--- config.mk ---
export PLATFORM = sky130hd
export DESIGN_NAME = fp32_to_int32
export DESIGN_NICKNAME = d
export VERILOG_FILES = /design/src/rtl/fp_pkg.sv /design/src/rtl/fp32_classify.sv /design/src/rtl/fp32_to_int32.sv
export SDC_FILE = /design/constraint.sdc
export NUM_CORES = 1
export LEC_CHECK = 0
export BUFFER_PORTS_ARGS = -buffer_cell sky130_fd_sc_hd__buf_2
export CAP_MARGIN = 25
export CORE_AREA = 2 2 101 103
export DETAILED_ROUTE_END_ITERATION = 7
export DIE_AREA = 0 0 103 105
export GPL_TIMING_DRIVEN = 0
export PLACE_DENSITY_LB_ADDON = 0.2
export SLEW_MARGIN = 15
export SYNTH_ARGS = -nofsm -noshare
export SYNTH_HDL_FRONTEND = slang
export SYNTH_SLANG_ARGS = --single-unit
--- constraint.sdc ---
create_clock -name clk -period 5.8 [get_ports clk]
set_input_delay 0.29 -clock clk [delete_from_list [all_inputs] [get_ports clk]]
set_output_delay 0.29 -clock clk [all_outputs]
set_load 0.005 [all_outputs]
--- src/rtl/fp_pkg.sv ---
// Shared binary32 field widths, integer limits and FSM/class types for the
// float-to-int conversion blocks.
package fp_pkg;

  localparam int DATA_W   = 32;
  localparam int EXP_W    = 8;
  localparam int FRAC_W   = 23;
  localparam int EXP_BIAS = 127;

  // 158 = first exponent whose value cannot fit below 2^31
  localparam logic [EXP_W-1:0] EXP_OVF      = EXP_W'(EXP_BIAS + DATA_W - 1);
  localparam logic [EXP_W-1:0] EXP_ONE_HALF = EXP_W'(EXP_BIAS - 1);
  localparam logic [EXP_W-1:0] EXP_SPECIAL  = '1;

  localparam logic [DATA_W-1:0] INT32_MAX    = 32'h7FFF_FFFF;
  localparam logic [DATA_W-1:0] INT32_MIN    = 32'h8000_0000;
  localparam logic [DATA_W-1:0] INT32_MIN_FP = 32'hCF00_0000;

  typedef enum logic [1:0] {
    IDLE,
    SHIFT,
    ROUND,
    DONE
  } state_t;

  typedef enum logic [2:0] {
    CLS_NORM,
    CLS_HALF,
    CLS_TINY,
    CLS_ZERO,
    CLS_DENORM,
    CLS_NAN,
    CLS_INF,
    CLS_BIG
  } fp_class_t;

  // 158 - e taken modulo 32; only meaningful for exponents 127..158
  function automatic logic [4:0] shift_amount(input logic [4:0] exp_lo);
    logic [4:0] limit_lo;
    limit_lo = EXP_OVF[4:0];
    return limit_lo - exp_lo;
  endfunction

endpackage

--- src/rtl/fp32_classify.sv ---
// Combinational unpack of a binary32 operand: sign, fraction, input class and
// the right-shift amount that aligns the significand to an integer.
module fp32_classify
  import fp_pkg::*;
(
  input  logic [DATA_W-1:0] operand,
  output logic              sign,
  output logic [FRAC_W-1:0] frac,
  output logic [4:0]        shamt,
  output logic [2:0]        cls
);

  logic [EXP_W-1:0] exp_f;
  fp_class_t        cls_e;

  assign sign  = operand[31];
  assign exp_f = operand[30:23];
  assign frac  = operand[22:0];
  assign shamt = shift_amount(exp_f[4:0]);
  assign cls   = cls_e;

  // -2^31 is the one exponent-158 value that still fits, so it stays NORM
  always_comb begin
    cls_e = CLS_NORM;
    if (exp_f == EXP_SPECIAL) begin
      cls_e = (frac != '0) ? CLS_NAN : CLS_INF;
    end else if (exp_f >= EXP_OVF && operand != INT32_MIN_FP) begin
      cls_e = CLS_BIG;
    end else if (exp_f == '0) begin
      cls_e = (frac != '0) ? CLS_DENORM : CLS_ZERO;
    end else if (exp_f < EXP_ONE_HALF) begin
      cls_e = CLS_TINY;
    end else if (exp_f == EXP_ONE_HALF) begin
      cls_e = CLS_HALF;
    end
  end

endmodule

--- src/rtl/fp32_to_int32.sv ---
// Multi-cycle binary32 to int32 converter: five serial shift steps, one round
// step, then a held result. Define FP32_TO_INT32_RNE_EN for round-to-nearest-even;
// otherwise the result truncates toward zero.
module fp32_to_int32
  import fp_pkg::*;
(
  input  logic        clk,
  input  logic        rst_n,
  input  logic        in_valid,
  output logic        in_ready,
  input  logic [31:0] in_data,
  output logic        out_valid,
  input  logic        out_ready,
  output logic [31:0] out_data,
  output logic        out_invalid,
  output logic        out_overflow,
  output logic        out_inexact
);

  state_t            state;
  state_t            state_nxt;
  logic [2:0]        step;
  logic              accept;

  logic              c_sign;
  logic [FRAC_W-1:0] c_frac;
  logic [4:0]        c_shamt;
  logic [2:0]        c_cls;
  fp_class_t         c_cls_e;

  logic              sign_r;
  fp_class_t         cls_r;
  logic [4:0]        shamt_r;
  logic [31:0]       mag;
  logic              guard;
  logic              sticky;

  logic [31:0]       mag_nxt;
  logic              guard_nxt;
  logic              sticky_nxt;

  logic              rnd_inc;
  logic [32:0]       sat;
  logic [31:0]       res_data;
  logic              res_inv;
  logic              res_ovf;
  logic              res_inx;

  function automatic logic [32:0] round_mag(input logic [31:0] m, input logic inc);
    return {1'b0, m} + {32'd0, inc};
  endfunction

`ifdef FP32_TO_INT32_RNE_EN
  function automatic logic rne_inc(input logic g, input logic s, input logic lsb);
    return g & (s | lsb);
  endfunction
`endif

  // Returns {overflow, two's-complement result}
  function automatic logic [32:0] saturate(input logic neg, input logic [32:0] mag33);
    logic signed [31:0] val;
    logic               ovf;
    val = signed'(mag33[31:0]);
    ovf = 1'b0;
    if (!neg) begin
      if (mag33 > {1'b0, INT32_MAX}) begin
        ovf = 1'b1;
        val = signed'(INT32_MAX);
      end
    end else if (mag33 > {1'b0, INT32_MIN}) begin
      ovf = 1'b1;
      val = signed'(INT32_MIN);
    end else begin
      val = -val;
    end
    return {ovf, val};
  endfunction

  fp32_classify u_classify (
    .operand (in_data),
    .sign    (c_sign),
    .frac    (c_frac),
    .shamt   (c_shamt),
    .cls     (c_cls)
  );

  assign c_cls_e = fp_class_t'(c_cls);
  assign accept  = in_valid & in_ready;

  always_ff @(posedge clk or negedge rst_n) begin
    if (!rst_n) begin
      state <= IDLE;
      step  <= '0;
    end else begin
      state <= state_nxt;
      step  <= (state == SHIFT) ? step + 3'd1 : 3'd0;
    end
  end

  always_comb begin
    state_nxt = state;
    in_ready  = 1'b0;
    out_valid = 1'b0;
    case (state)
      IDLE: begin
        in_ready = rst_n;
        if (in_valid && rst_n) state_nxt = SHIFT;
      end
      SHIFT: begin
        if (step == 3'd4) state_nxt = ROUND;
      end
      ROUND: begin
        state_nxt = DONE;
      end
      DONE: begin
        out_valid = 1'b1;
        if (out_ready) state_nxt = IDLE;
      end
      default: state_nxt = IDLE;
    endcase
  end

  // One shift step per SHIFT cycle, largest first, so each step's shifted-out
  // bits outrank everything already folded into guard/sticky.
  always_comb begin
    mag_nxt    = mag;
    guard_nxt  = guard;
    sticky_nxt = sticky;
    case (step)
      3'd0: if (shamt_r[4]) begin
        mag_nxt    = mag >> 16;
        guard_nxt  = mag[15];
        sticky_nxt = sticky | guard | (|mag[14:0]);
      end
      3'd1: if (shamt_r[3]) begin
        mag_nxt    = mag >> 8;
        guard_nxt  = mag[7];
        sticky_nxt = sticky | guard | (|mag[6:0]);
      end
      3'd2: if (shamt_r[2]) begin
        mag_nxt    = mag >> 4;
        guard_nxt  = mag[3];
        sticky_nxt = sticky | guard | (|mag[2:0]);
      end
      3'd3: if (shamt_r[1]) begin
        mag_nxt    = mag >> 2;
        guard_nxt  = mag[1];
        sticky_nxt = sticky | guard | mag[0];
      end
      default: if (shamt_r[0]) begin
        mag_nxt    = mag >> 1;
        guard_nxt  = mag[0];
        sticky_nxt = sticky | guard;
      end
    endcase
  end

  // Values below 1.0 never shift: their guard/sticky are loaded directly
  always_ff @(posedge clk) begin
    if (accept) begin
      sign_r  <= c_sign;
      cls_r   <= c_cls_e;
      shamt_r <= (c_cls_e == CLS_NORM) ? c_shamt : 5'd0;
      mag     <= (c_cls_e == CLS_NORM) ? {1'b1, c_frac, 8'b0} : 32'd0;
      guard   <= (c_cls_e == CLS_HALF);
      sticky  <= (c_cls_e == CLS_HALF) ? (|c_frac)
                                       : (c_cls_e == CLS_TINY || c_cls_e == CLS_DENORM);
    end else if (state == SHIFT) begin
      mag    <= mag_nxt;
      guard  <= guard_nxt;
      sticky <= sticky_nxt;
    end
  end

  always_comb begin
`ifdef FP32_TO_INT32_RNE_EN
    rnd_inc = rne_inc(guard, sticky, mag[0]);
`else
    rnd_inc = 1'b0;
`endif
    sat      = saturate(sign_r, round_mag(mag, rnd_inc));
    res_data = '0;
    res_inv  = 1'b0;
    res_ovf  = 1'b0;
    res_inx  = 1'b0;
    case (cls_r)
      CLS_NAN: begin
        res_data = INT32_MAX;
        res_inv  = 1'b1;
      end
      CLS_INF, CLS_BIG: begin
        res_data = sign_r ? INT32_MIN : INT32_MAX;
        res_ovf  = 1'b1;
      end
      default: begin
        res_data = sat[31:0];
        res_ovf  = sat[32];
        res_inx  = (guard | sticky) & ~sat[32];
      end
    endcase
  end

  // Result registers load only in ROUND, which holds them through a DONE stall
  always_ff @(posedge clk or negedge rst_n) begin
    if (!rst_n) begin
      out_data     <= '0;
      out_invalid  <= 1'b0;
      out_overflow <= 1'b0;
      out_inexact  <= 1'b0;
    end else if (state == ROUND) begin
      out_data     <= res_data;
      out_invalid  <= res_inv;
      out_overflow <= res_ovf;
      out_inexact  <= res_inx;
    end
  end

endmodule

Word level (Yosys, flattened, before mapping)
Cells that the tools add are included.
{"block": "word_totals", "register_bits": 83, "input_bits": 36, "out_inout_bits": 37, "word_cells": 119}
{"block": "op_classes", "add_sub_neg": 3, "magnitude_cmp": 4, "eq_ne": 23, "mux": 51, "bitwise_logic": 8, "reduce_logical": 18}
{"op": "32-bit 2-to-1 mux", "count": 12}
{"op": "32-bit case mux with 4 select lines", "count": 1}
{"op": "32-bit case mux with 2 select lines", "count": 1}
{"op": "32-bit by 31-bit > comparator with 1-bit output (second input constant)", "count": 1}
{"op": "32-bit > comparator (second input constant)", "count": 1}
{"op": "32-bit inequality test (second input constant)", "count": 1}
{"op": "32-bit negator", "count": 1}
{"op": "1-bit 2-to-1 mux", "count": 23}
{"op": "23-bit nonzero test", "count": 1}
{"op": "23-bit OR reduction", "count": 1}
{"op": "3-bit 2-to-1 mux", "count": 6}
{"op": "3-bit == test (second input constant)", "count": 5}
{"op": "15-bit OR reduction", "count": 1}
{"op": "3-bit inequality test (second input constant)", "count": 4}
{"op": "3-bit by 2-bit == test with 1-bit output (second input constant)", "count": 3}
{"op": "8-bit by 7-bit == test with 1-bit output (second input constant)", "count": 1}
{"op": "8-bit == test (second input constant)", "count": 1}
{"op": "8-bit >= comparator (second input constant)", "count": 1}
{"op": "8-bit zero test", "count": 1}
{"op": "8-bit by 7-bit less-than comparator with 1-bit output (second input constant)", "count": 1}
{"op": "2-bit 2-to-1 mux", "count": 4}
{"op": "1-bit case mux with 4 select lines", "count": 2}
{"op": "2-bit case mux with 4 select lines", "count": 1}
{"op": "7-bit OR reduction", "count": 1}
{"op": "21 further kinds", "count": 32}

Logic depth before layout (Yosys ltp)
Gate-level depths: netlist (run 1).
{"block": "logic_depth", "ltp_word": 10, "depth_mapped": 9}

Hierarchy
A second synthesis (run 1) with hierarchy kept.
{"block": "unflattened", "hier_cells": 685, "hier_area_um2": 5947.0}
{"mod": "fp32_to_int32", "instances": 1, "cells_each": 615, "area_per_inst_um2": 5420.2, "seq_area_each_um2": 2292.2}
{"mod": "fp32_classify", "instances": 1, "cells_each": 70, "area_per_inst_um2": 526.8, "seq_area_each_um2": 0.0}

Least setup slack after synthesis (run 1)
OpenSTA, ideal clock, no wires.
{"block": "synth_path", "kind": "reg2reg", "start": "reg step[0]", "end": "reg guard (enable)", "arrival_ns": 3.899, "t_required_ns": 5.323, "path_slack_ns": 1.425, "stages_incl_launch_ff": 8, "path_cell_list": "dfrtp_1 -> ha_1 -> nor2b_1 -> clkbuf_1 -> clkbuf_1 -> inv_1 -> o221ai_1 -> o31ai_1"}
{"block": "synth_between", "elab_chain_len": 3, "word_cells_on_any_way": 10, "classes_between": "eq/ne: 7; reduce/logical: 3"}
{"element": "from (decl)", "line": "fp32_to_int32.sv:22", "text": "logic [2:0] step;"}
{"element": "from (signal assigned)", "line": "fp32_to_int32.sv:96", "text": "step <= (state == SHIFT) ? step + 3'd1 : 3'd0;"}
{"element": "3-bit by 1-bit == test with 1-bit output (tied with other cells)", "line": "fp32_to_int32.sv:129", "text": "case (step)"}
{"element": "3-bit inequality test (no line) or 6-bit nonzero test (tied branches)"}
{"element": "6-bit AND reduction (no line) (*)"}
{"element": "to (signal assigned)", "line": "fp32_to_int32.sv:165", "text": "guard <= (c_cls_e == CLS_HALF);"}
{"element": "to (signal assigned)", "line": "fp32_to_int32.sv:170", "text": "guard <= guard_nxt;"}
{"element": "to (decl)", "line": "fp32_to_int32.sv:35", "text": "logic guard;"}
Every way passes the cells marked *; elsewhere a longest branch is shown, timed or not.
A chain may end at the register's enable or synchronous reset.

Final worst setup path (run 1)
{"block": "layout_path", "start": "reg mag[16]", "end": "reg out_data[19]"}
{"block": "layout_between", "elab_chain_len": 4, "word_cells_on_any_way": 7, "classes_between": "add/sub: 1; order compare: 2; mux: 4"}
{"element": "from (decl)", "line": "fp32_to_int32.sv:34", "text": "logic [31:0] mag;"}
{"element": "from (signal assigned)", "line": "fp32_to_int32.sv:164", "text": "mag <= (c_cls_e == CLS_NORM) ? {1'b1, c_frac, 8'b0} : 32'd0;"}
{"element": "from (signal assigned)", "line": "fp32_to_int32.sv:169", "text": "mag <= mag_nxt;"}
{"element": "32-bit negator (tied with other cells)", "line": "fp32_to_int32.sv:74", "text": "val = -val;"}
{"element": "32-bit 2-to-1 mux (on tied branches)", "line": "fp32_to_int32.sv:70, fp32_to_int32.sv:66"}
{"element": "32-bit 2-to-1 mux (*)", "line": "fp32_to_int32.sv:65", "text": "if (!neg) begin"}
{"element": "32-bit case mux with 2 select lines (*)", "line": "fp32_to_int32.sv:186", "text": "case (cls_r)"}
{"element": "to (signal assigned)", "line": "fp32_to_int32.sv:211", "text": "out_data <= res_data;"}
{"element": "to (decl)", "line": "fp32_to_int32.sv:14", "text": "output logic [31:0] out_data,"}
Marked as above.

==> impl_metrics.env, run 1 <==
export IMPL_grt_pass1_wl_mm=28.6
export IMPL_vias_per_cell=6.75
export IMPL_fin_crit_ps=3280
export IMPL_crit_slowest_cell="nor4_1"
export IMPL_dr_pass1_iters=8
export IMPL_regArea_sq_mm=0.00229
export IMPL_final_cell_area_sq_mm=0.00636
export IMPL_hold_class="input port to asynchronous set/reset pin"
export IMPL_synth_enable_flop_cells=43
export IMPL_fin_util_pct=66.0
export IMPL_cts_tree="yes"
export IMPL_cts_hold_fix_buffers=0
export IMPL_cts_made_buffers=9
export IMPL_yosysSeqAreaShare_pct=40.9
export IMPL_fmax_ghz=0.305
export IMPL_gp_congestion=0.947
export IMPL_htreeDepth=3
export IMPL_rsz0062_at_grt="no"
export IMPL_required_ps=6120
export IMPL_power_total_mw=3.45
export IMPL_syn_nets=696
export IMPL_die_y_um=105
export IMPL_crit_chain="clkbuf_1, nor4_1, nand3_1, o41ai_4, buf_6, o21ai_4, a211oi_1, o22a_1"
export IMPL_clock_sinks=83
export IMPL_cp_data_arrival_time_ps=3600
export IMPL_startpoint_type="flip-flop"
export IMPL_grt_pass1_vias=5354
export IMPL_multi_input_area_sq_mm=0.00298
export IMPL_num_vias=5858
export IMPL_ys_ff_latch=83
export IMPL_hpwl_mm=13.3
export IMPL_antenna_found_initial=0
export IMPL_grt_use_total_pct=34.4
export IMPL_rows=36
export IMPL_ir_drop_mv=0.303
export IMPL_clkTransAtPathRegs_ps=90
export IMPL_cts_resized_gates=0
export IMPL_initial_core_util_pct=58.1
export IMPL_yosys_most_used_dff="edfxtp_1"
export IMPL_syn2layout_area_growth_pct=13.6
export IMPL_dieArea_sq_mm=0.0108
export IMPL_hold_slack_ps=48.7
export IMPL_dp_cells=852
export IMPL_routed_wl_mm=18.3
export IMPL_overflow=0
export IMPL_violations="DRC"
export IMPL_syn_area_sq_mm=0.00560
export IMPL_synth_distinct_cells=55
export IMPL_power_leakage_nw=2.35
export IMPL_post_cts_buffers=0
export IMPL_drive_gt1_share_pct=14.3
export IMPL_endpoint_kind="flip-flop"
export IMPL_cts_buffer_depth=2
export IMPL_pin_count=73
export IMPL_crit_type="flip-flop to flip-flop"
export IMPL_maxSlewHeadroom_pct=34.2
export IMPL_cpPeakStageDelay_ps=890
export IMPL_status="finished with violations"
export IMPL_stdcell_count=868
export IMPL_pre_cts_ws_ps=2280
export IMPL_nNetsFinal=781
export IMPL_fill_cells=877
export IMPL_yosysWarnings=0
export IMPL_finalSetupTns_ps=0
export IMPL_hold_violations=0
export IMPL_drc=8
export IMPL_clock_latency_ps=380
export IMPL_postSynth_asyncResetShare_pct=48.2
export IMPL_die_w_um=103
export IMPL_core_area_sq_mm=0.00964
export IMPL_cp_buffers_inverters=2
export IMPL_portBuffers=72
export IMPL_worstMarginPinSlew_ps=978
export IMPL_clock_skew_ps=11.6
export IMPL_synth_avg_cell_area_sq_um=8.68
export IMPL_n_antenna_cell=0
export IMPL_finalMaxSlewViolations=0
export IMPL_path_delay_family="simple AND/OR/NAND/NOR gates"
export IMPL_p_per_area_mw_per_mm2=543
export IMPL_maxCapViolations=0
export IMPL_finalWorstSetupSlack_ps=2520
export IMPL_grt_max_degree=44
export IMPL_cp_max_fo=10
export IMPL_final_period_utilization_pct=56.6
export IMPL_root_buffer="clkbuf_8"
export IMPL_synthesis_instances=645
export IMPL_drtIter0Drc=638
export IMPL_post_drt_wl_per_cell_um=21.1
export IMPL_finalSetupViolCount=0
export IMPL_ant_nets=0
export IMPL_placed_cell_area_sq_mm=0.00617
==> cells in the final DEF (no fill, tap or decap), drive strengths merged, types with 15 or more instances in the layout <==
cell type	instances
a21oi	32
a22oi	36
a31oi	15
buf	83
clkbuf	68
dfrtp	40
edfxtp	43
ha	15
inv	17
nand2	62
nor2	61
nor3	22
nor4	18
o21ai	39
o22ai	24
==> routing by layer <==
metal / vias to the layer above / global-route usage [%] / part of all wire, % / routed length (um)
met5: - / 0 / 0 / 0
met4: 0 / 16.9 / 5.4 / 985
met3: 100 / 7.29 / 11 / 1940
met2: 456 / 53.4 / 45 / 8250
met1: 2691 / 45.2 / 39 / 7130
li1: 2611 / - / - / -
==> synthesized netlist by cell type (5+ instances only) <==
cell type   n  area share, %
and3_1      5           0.56
a211oi_1   11            1.5
or4_1      11            1.5
edfxtp_1   43             23
a222oi_1   13            2.3
a31oi_1    15            1.7
inv_1      17            1.1
dfrtp_1    40             18
a21boi_0    8            1.1
nor2b_1     7           0.78
nand2_1    62            4.2
clkbuf_1   59            4.0
a22oi_1    36            4.8
nand3_1    14            1.3
o21ai_0    36            3.2
nor4_1     18            2.0
xnor2_1     9            1.4
ha_1       15            3.4
o22a_1      8            1.3
nor3_1     22            2.0
a21oi_1    32            2.9
nor2_1     61            4.1
or3_1       5           0.56
o22ai_1    24            2.7
xor2_1     10            1.6
o21a_1      8            1.1
==> worst register-to-register path, cell delays in order, from the launching register on <==
cell and delay, ps:
edfxtp_1 380, clkbuf_1 300, nor4_1 890, nand3_1 390, o41ai_4 420, buf_6 210, o21ai_4 130, a211oi_1 330
o22a_1 180
==> cell families (layout without fill, tap and decap cells) <==
logic type,Yosys count,in the layout,share of synthesized area (%)
adder cells (fa/ha/maj),15,15,3.35
AND/OR/NAND/NOR,223,223,19.2
flip-flops,83,83,40.9
XOR/XNOR,19,19,2.97
buffers and inverters,85,175,6.03
multiplexers,6,6,1.12
AO/OA/AOI/OAI,214,214,26.4
==> layout make-up <==
type	count	share of cell area, %
Multi-Input combinational cell	477	46.9
Sequential cell	83	36.0
Timing Repair Buffer	74	6.14
Buffer	68	4.31
Tap cell	133	2.62
Clock buffer	9	1.95
Clock inverter	7	1.08
Inverter	17	1.00
==> final timing paths <==
kind	from	to	slack [ps]	depth (start not counted)
min in group clk	in_data[31]	sign_r$_DFFE_PP_	120	1
hold reg to reg	out_data[2]$_DFFE_PN0P_	out_data[2]$_DFFE_PN0P_	490	1
hold / removal	rst_n	step[2]$_DFF_PN0_	50	1
setup reg to reg	mag[16]$_DFFE_PP_	out_data[19]$_DFFE_PN0P_	2520	8
max in group asynchronous	rst_n	out_overflow$_DFFE_PN0P_	5180	1
setup / recovery	mag[16]$_DFFE_PP_	out_data[19]$_DFFE_PN0P_	2520	8
==> flip-flops by register name, indices dropped and copies added (netlist names) <==
register,count
out_data,32
cls_r,3
state,2
out_invalid,1
step,3
guard,1
out_inexact,1
mag,32
sign_r,1
out_overflow,1
sticky,1
shamt_r,5
==> power by group <==
part,internal (mW),leakage (nW),switching (mW),total (mW)
Clock,0.197,0.0966,0.229,0.427
Sequential,0.974,0.866,0.177,1.15
Combinational,0.674,1.38,1.20,1.88
Total,1.84,2.35,1.61,3.45
(Power assumes the default switching activity.)
==> inputs of run 2 (changes only) <==
--- a/config.mk
+++ b/config.mk
@@ -5,11 +5,12 @@
 export SDC_FILE = /design/constraint.sdc
 export NUM_CORES = 1
 export LEC_CHECK = 0
+export ABC_AREA = 1
 export BUFFER_PORTS_ARGS = -buffer_cell sky130_fd_sc_hd__buf_2
 export CAP_MARGIN = 25
-export CORE_AREA = 2 2 101 103
+export CORE_AREA = 2 2 110 112
 export DETAILED_ROUTE_END_ITERATION = 7
-export DIE_AREA = 0 0 103 105
+export DIE_AREA = 0 0 112 114
 export GPL_TIMING_DRIVEN = 0
 export PLACE_DENSITY_LB_ADDON = 0.2
 export SLEW_MARGIN = 15
==> constraint.sdc (replaced) <==
create_clock -name clk -period 2.8 [get_ports clk]
set_input_delay 0.14 -clock clk [delete_from_list [all_inputs] [get_ports clk]]
set_output_delay 0.14 -clock clk [all_outputs]
set_load 0.005 [all_outputs]
==> run 2 against run 1 <==
  * The run now ends clean
  * Total power increased by 130%
  * Non-clock buffer count down 16
  * Count of clock-buffer cells in the layout stayed put
  * Clock power grew to 2.9 times the previous value
  * Synthesized cell count increased by 35%
  * Utilization is 5.4 points lower
  * Die area rose by 18%
  * First-iteration DRC count is 37% higher
  * Maximum frequency is 23% higher
  * Sequential power rose by 120%
  * Sequential cell count is the same
  * Area after synthesis grew 10%
  * Largest power group unchanged
  * Highest routed layer unchanged
==> impl_metrics.env, run 2 <==
export IMPL_status="complete, no violations"
export IMPL_maxSlewHeadroom_pct=35.0
export IMPL_synth_top_family_by_area="simple AND/OR/NAND/NOR gates"
export IMPL_fin_crit_ps=2680
export IMPL_yosys_top_cells_area="edfxtp_1, dfrtp_1, nand2_1"
export IMPL_ys_ff_latch=83
export IMPL_overflow=0
export IMPL_maxCapViolations=0
export IMPL_grt_pass1_wl_mm=29.8
export IMPL_path_delay_family="buffers and inverters"
export IMPL_yosys_most_used_dff="edfxtp_1"
export IMPL_routed_wl_mm=18.2
export IMPL_synth_most_common_cell="nand2_1"
export IMPL_root_buffer="clkbuf_16"
export IMPL_grt_use_total_pct=29.3
export IMPL_vias_per_cell=5.70
export IMPL_portBuffers=72
export IMPL_cp_max_fo=18
export IMPL_antenna_found_initial=0
export IMPL_dp_cells=1090
export IMPL_yosysSeqAreaShare_pct=37.2
export IMPL_synth_top_cell_area_share_pct=20.9
export IMPL_endpoint_kind="flip-flop"
export IMPL_syn_nets=920
export IMPL_power_leakage_nw=3.19
export IMPL_synthMuxAreaShare_pct=0
export IMPL_core_area_sq_mm=0.0117
export IMPL_syn2layout_area_growth_pct=15.0
export IMPL_rsz0062_at_grt="no"
export IMPL_synth_avg_cell_area_sq_um=7.10
export IMPL_cp_data_arrival_time_ps=2780
export IMPL_crit_slowest_cell="dfrtp_1"
export IMPL_grt_pass1_vias=5903
export IMPL_startpoint_type="flip-flop"
export IMPL_largestRegisters="mag x32, out_data x32, shamt_r x5"
export IMPL_syn_area_sq_mm=0.00617
export IMPL_die_w_um=112
export IMPL_pre_cts_ws_ps=-273
export IMPL_hpwl_mm=14.0
export IMPL_final_cell_mix="nand2_1, nor2_1, buf_2"
export IMPL_clkTransAtPathRegs_ps=70
export IMPL_dr_pass1_iters=7
export IMPL_placed_cell_area_sq_mm=0.00675
export IMPL_worstMarginPinSlew_ps=976
export IMPL_n_antenna_cell=0
export IMPL_synth_fa_ha_area_share_pct=3.04
export IMPL_clock_skew_ps=9.48
export IMPL_post_drt_wl_per_cell_um=16.4
export IMPL_cp_buffers_inverters=5
export IMPL_yosysWarnings=0
export IMPL_crit_chain="ha_1, ha_1, inv_1, nand3_1, nor2_2, inv_2, clkbuf_4, nor2_1, o31ai_4, buf_6, buf_6"
export IMPL_finalSetupTns_ps=0
export IMPL_gp_congestion=0.976
export IMPL_die_y_um=114
export IMPL_drive_gt1_share_pct=15.9
export IMPL_final_cell_area_sq_mm=0.00709
export IMPL_fmax_ghz=0.373
export IMPL_drtIter0Drc=876
export IMPL_cpPeakStageDelay_ps=420
export IMPL_power_total_mw=7.87
export IMPL_drc=0
export IMPL_hold_violations=0
export IMPL_num_vias=6319
export IMPL_finalWorstSetupSlack_ps=121
export IMPL_finalMaxSlewViolations=0
export IMPL_pin_count=73
export IMPL_clock_latency_ps=350
export IMPL_finalSetupViolCount=0
export IMPL_ant_nets=0
export IMPL_synth_xor_xnor_area_share_pct=2.13
export IMPL_postSynth_asyncResetShare_pct=48.2
export IMPL_synth_common_cells="nand2_1, nor2_1, inv_1, o21ai_0, a21oi_1"
export IMPL_clock_sinks=83
export IMPL_synth_enable_flop_cells=43
export IMPL_synthesis_instances=869
export IMPL_cts_buffer_depth=2
export IMPL_htreeDepth=3
export IMPL_cts_tree="yes"
export IMPL_yosys_area_top_type="edfxtp_1"
export IMPL_synth_compound_area_share_pct=18.4
export IMPL_final_period_utilization_pct=95.7
export IMPL_hold_class="input port to flip-flop"
export IMPL_initial_core_util_pct=52.6
export IMPL_synth_distinct_cells=38
export IMPL_ir_drop_mv=0.528
export IMPL_crit_type="flip-flop to flip-flop"
export IMPL_cts_made_buffers=9
export IMPL_grt_max_degree=41
export IMPL_required_ps=2900
export IMPL_p_per_area_mw_per_mm2=1110
export IMPL_stdcell_count=1109
export IMPL_dieArea_sq_mm=0.0128
export IMPL_nNetsFinal=1008
export IMPL_rows=40
export IMPL_synth_simple_area_share_pct=30.3
export IMPL_mostFrequentLayoutCell="nand2_1"
run 2: stage by stage:
step,util (%),hold WS [ps]
2_1_floorplan,-,-156
3_3_place_gp,57.4,318
3_5_place_dp,57.6,326
4_1_cts,60.5,17.2
5_1_grt,60.6,22.3
6_report,60.6,28.4
run 2: routing by layer:
metal	GRT usage, %	up-vias	part of all wire, %
met5	0	-	0
met4	13.7	0	4.5
met3	4.99	66	8.0
met2	46.1	330	44
met1	39.9	2828	43
li1	-	3095	-
run 2: area by class of cell:
cell class | count | area, sq um
Clock buffer | 9 | 225
Inverter | 79 | 297
Multi-Input combinational cell | 658 | 3340
Buffer | 49 | 260
Sequential cell | 83 | 2290
Clock inverter | 7 | 75.1
Tap cell | 147 | 184
Timing Repair Buffer | 77 | 420
Fill cell | 1163 | 4620
run 2: path summary, 6_finish.rpt:
check	from	to	slack, ps	cells past startpoint
hold / removal	in_data[31]	sign_r$_DFFE_PP_	30	1
max in group asynchronous	rst_n	out_data[25]$_DFFE_PN0P_	2190	3
setup reg to reg	step[0]$_DFF_PN0_	mag[1]$_SDFFCE_PP0P_	120	11
setup / recovery	step[0]$_DFF_PN0_	mag[1]$_SDFFCE_PP0P_	120	11
hold reg to reg	out_invalid$_DFFE_PN0P_	out_invalid$_DFFE_PN0P_	490	2
min in group asynchronous	rst_n	out_data[7]$_DFFE_PN0P_	400	3
run 2: kinds of logic (layout without fill, tap and decap cells):
family / Yosys count / after routing
fa+ha+maj: 15 / 15
flops: 83 / 83
simple gates: 435 / 435
xor+xnor: 15 / 15
compound gates: 193 / 193
buf+inv: 128 / 221
run 2: what timing repair did:
action / 4_1_cts / 5_1_grt
buffers inserted: 1 / 0
hold buffers: 2 / 0
endpoints found under the hold margin: 40 / 0
resized for setup: 1 / 6
pin swaps: 1 / 0
gates cloned: 0 / 0
setup endpoints to repair: 28 / 18
run 2: worst register-to-register path, cell delays in order, from the launching register on:
cell and delay [ps]:
dfrtp_1 420, ha_1 210, ha_1 290, inv_1 140
nand3_1 130, nor2_2 240, inv_2 130, clkbuf_4 220
nor2_1 200, o31ai_4 80, buf_6 180, buf_6 180
run 2: power by group:
group	switching [mW]	internal [mW]	leakage, nW
Clock	0.519	0.696	0.140
Combinational	2.70	1.44	2.19
Sequential	0.487	2.03	0.853
Total	3.71	4.17	3.19
==> inputs of run 3 (changes only) <==
==> constraint.sdc (replaced) <==
create_clock -name clk -period 2.4 [get_ports clk]
set_input_delay 0.12 -clock clk [delete_from_list [all_inputs] [get_ports clk]]
set_output_delay 0.12 -clock clk [all_outputs]
set_load 0.005 [all_outputs]
==> run 3 against run 2 <==
  * The flow now finishes with violations (DRC)
  * Wire length grew 0.75%
  * Sequential cell count stayed put
  * Largest cell class unchanged
  * Cell area rose by 2.2%
  * Clock skew increased by 3.6 ps
  * Via count grew 0.84%
  * Largest power group unchanged
  * Critical path depth unchanged
  * First-iteration DRC count fell by 23%
==> impl_metrics.env, run 3 (synthesized netlist as in run 2, its figures left out) <==
export IMPL_n_antenna_cell=0
export IMPL_finalMaxSlewViolations=0
export IMPL_final_period_utilization_pct=94.3
export IMPL_syn2layout_area_growth_pct=17.6
export IMPL_overflow=0
export IMPL_htreeDepth=3
export IMPL_rows=40
export IMPL_die_y_um=114
export IMPL_cpPeakStageDelay_ps=370
export IMPL_top_layer_used="met4"
export IMPL_core_area_sq_mm=0.0117
export IMPL_hold_depth=1
export IMPL_worstMarginPinSlew_ps=714
export IMPL_antenna_found_initial=0
export IMPL_violations="DRC"
export IMPL_grt_pass1_wl_mm=30.1
export IMPL_grt_use_total_pct=29.8
export IMPL_grt_pass1_vias=5973
export IMPL_internal_power_mw=5.07
export IMPL_cts_buffer_depth=2
export IMPL_cp_max_fo=10
export IMPL_fill_cells=1115
export IMPL_timing_rr_start="mag[0]$_SDFFCE_PP0P_"
export IMPL_hold_violations=0
export IMPL_p_sw_mw=4.33
export IMPL_ant_nets=0
export IMPL_cts_made_buffers=9
export IMPL_mostFrequentLayoutCell="nand2_1"
export IMPL_reg2reg_depth=11
export IMPL_required_ps=2660
export IMPL_fin_crit_ps=2260
export IMPL_final_cell_area_sq_mm=0.00725
export IMPL_root_buffer="clkbuf_16"
export IMPL_pin_count=73
export IMPL_combPwrFrac_pct=54.0
export IMPL_clkPwrFrac_pct=14.7
export IMPL_initial_core_util_pct=52.6
export IMPL_final_cell_mix="nand2_1, nor2_1, buf_2"
export IMPL_wl_met2_mm=7.92
export IMPL_clkTransAtPathRegs_ps=60
export IMPL_vias_per_cell=5.69
export IMPL_routed_wl_mm=18.4
export IMPL_die_w_um=112
export IMPL_hold_slack_ps=13.6
export IMPL_endpoint_kind="flip-flop"
export IMPL_placed_cell_area_sq_mm=0.00683
export IMPL_largestRegisters="mag x32, out_data x32, shamt_r x5"
export IMPL_ir_drop_mv=0.633
export IMPL_cp_data_arrival_time_ps=2530
export IMPL_maxSlewHeadroom_pct=52.0
export IMPL_power_frac_seq_pct=31.3
export IMPL_met3_length_mm=1.56
export IMPL_nNetsFinal=1019
export IMPL_power_total_mw=9.40
export IMPL_drive_gt1_share_pct=18.1
export IMPL_clock_sinks=83
export IMPL_drtIter0Drc=675
export IMPL_hold_class="input port to flip-flop"
export IMPL_crit_chain="inv_1, ha_1, nand2_2, nor2_8, nand2_4, nor2_4, o21ai_2, buf_6, o21ai_0, nand2_1, a21oi_1"
export IMPL_grt_max_degree=41
export IMPL_portBuffers=72
export IMPL_fmax_ghz=0.442
export IMPL_regToRegEndpoint="out_data[22]$_DFFE_PN0P_"
export IMPL_post_drt_wl_per_cell_um=16.4
export IMPL_maxCapViolations=0
export IMPL_min_to="sign_r$_DFFE_PP_"
export IMPL_cts_tree="yes"
export IMPL_drc=13
export IMPL_min_from="in_data[31]"
export IMPL_crit_slowest_cell="edfxtp_1"
export IMPL_num_vias=6372
export IMPL_regArea_sq_mm=0.00229
export IMPL_dieArea_sq_mm=0.0128
export IMPL_dr_pass1_iters=8
export IMPL_gp_congestion=0.975
export IMPL_finalSetupViolCount=0
export IMPL_power_leakage_nw=3.27
export IMPL_rrSetupSlack_ps=140
export IMPL_multi_input_area_sq_mm=0.00339
export IMPL_clock_latency_ps=350
export IMPL_clock_skew_ps=13.0
export IMPL_p_per_area_mw_per_mm2=1300
export IMPL_hpwl_mm=14.0
export IMPL_wl_met1_mm=7.89
export IMPL_switching_share_pct=46.1
export IMPL_crit_type="flip-flop to flip-flop"
export IMPL_startpoint_type="flip-flop"
export IMPL_status="finished with violations"
==> run 3: cell type report <==
| class | instances | share of cell area [%] |
|---|---|---|
| Tap cell | 147 | 2.54 |
| Buffer | 49 | 3.97 |
| Clock inverter | 3 | 0.552 |
| Sequential cell | 83 | 31.6 |
| Multi-Input combinational cell | 658 | 46.7 |
| Clock buffer | 13 | 3.45 |
| Timing Repair Buffer | 88 | 7.04 |
| Inverter | 79 | 4.09 |
==> run 3: power groups by stage <==
stage / sequential, mW / combinational, mW / clock, mW
floorplan: 2.81 / 3.33 / 0
global placement: 2.93 / 4.69 / 0
detailed placement: 2.93 / 4.78 / 0
CTS: 2.91 / 4.84 / 1.38
global route: 3.01 / 5.65 / 1.45
finish: 2.94 / 5.08 / 1.38
==> run 3: stage by stage <==
stage	std cells	setup WS, ps	utilization [%]	setup TNS, ps
after floorplan	869	-70.7	-	-2400
after CTS	1109	14.4	61.1	0
after global placement	1088	-647	58.1	-25880
after detailed placement	1090	-329	58.3	-11530
final	1120	137	61.9	0
after global routing	1120	-5.29	61.9	-26.8
==> run 3: worst max-delay path, delay by kind of cell (launching register included) <==
family | cells | cell delay [ps]
AOI/OAI and AO/OA | 3 | 460
adders and majority gates | 1 | 270
buffers and inverters | 2 | 420
DFF | 1 | 370
and+or+nand+nor | 5 | 660
==> run 3: worst max path at each step <==
stage | start | to | slack (ps) | cells after the start
4_1_cts | step[0]$_DFF_PN0_ | mag[13]$_DFFE_PP_ | 10 | 11
6_report | mag[0]$_SDFFCE_PP0P_ | out_data[22]$_DFFE_PN0P_ | 140 | 11
5_1_grt | step[0]$_DFF_PN0_ | mag[13]$_DFFE_PP_ | -5 | 11
3_3_place_gp | step[0]$_DFF_PN0_ | mag[1]$_SDFFCE_PP0P_ | -650 | 9
3_5_place_dp | rst_n | mag[1]$_SDFFCE_PP0P_ | -330 | 8
2_1_floorplan | step[0]$_DFF_PN0_ | guard$_DFFE_PP_ | -70 | 9
==> run 3: metal layers <==
metal,vias up,global-route usage (%)
met5,-,0
met4,0,16.3
met3,77,5.58
met2,347,45.5
met1,2827,40.2
li1,3121,-
==> run 3: what timing repair did <==
action	in CTS	in global routing
pin swaps	1	1
hold buffers	2	0
buffers inserted	1	11
endpoints found under the hold margin	40	0
cloned	0	0
gates resized for setup	1	6
endpoints found under the setup margin	22	22
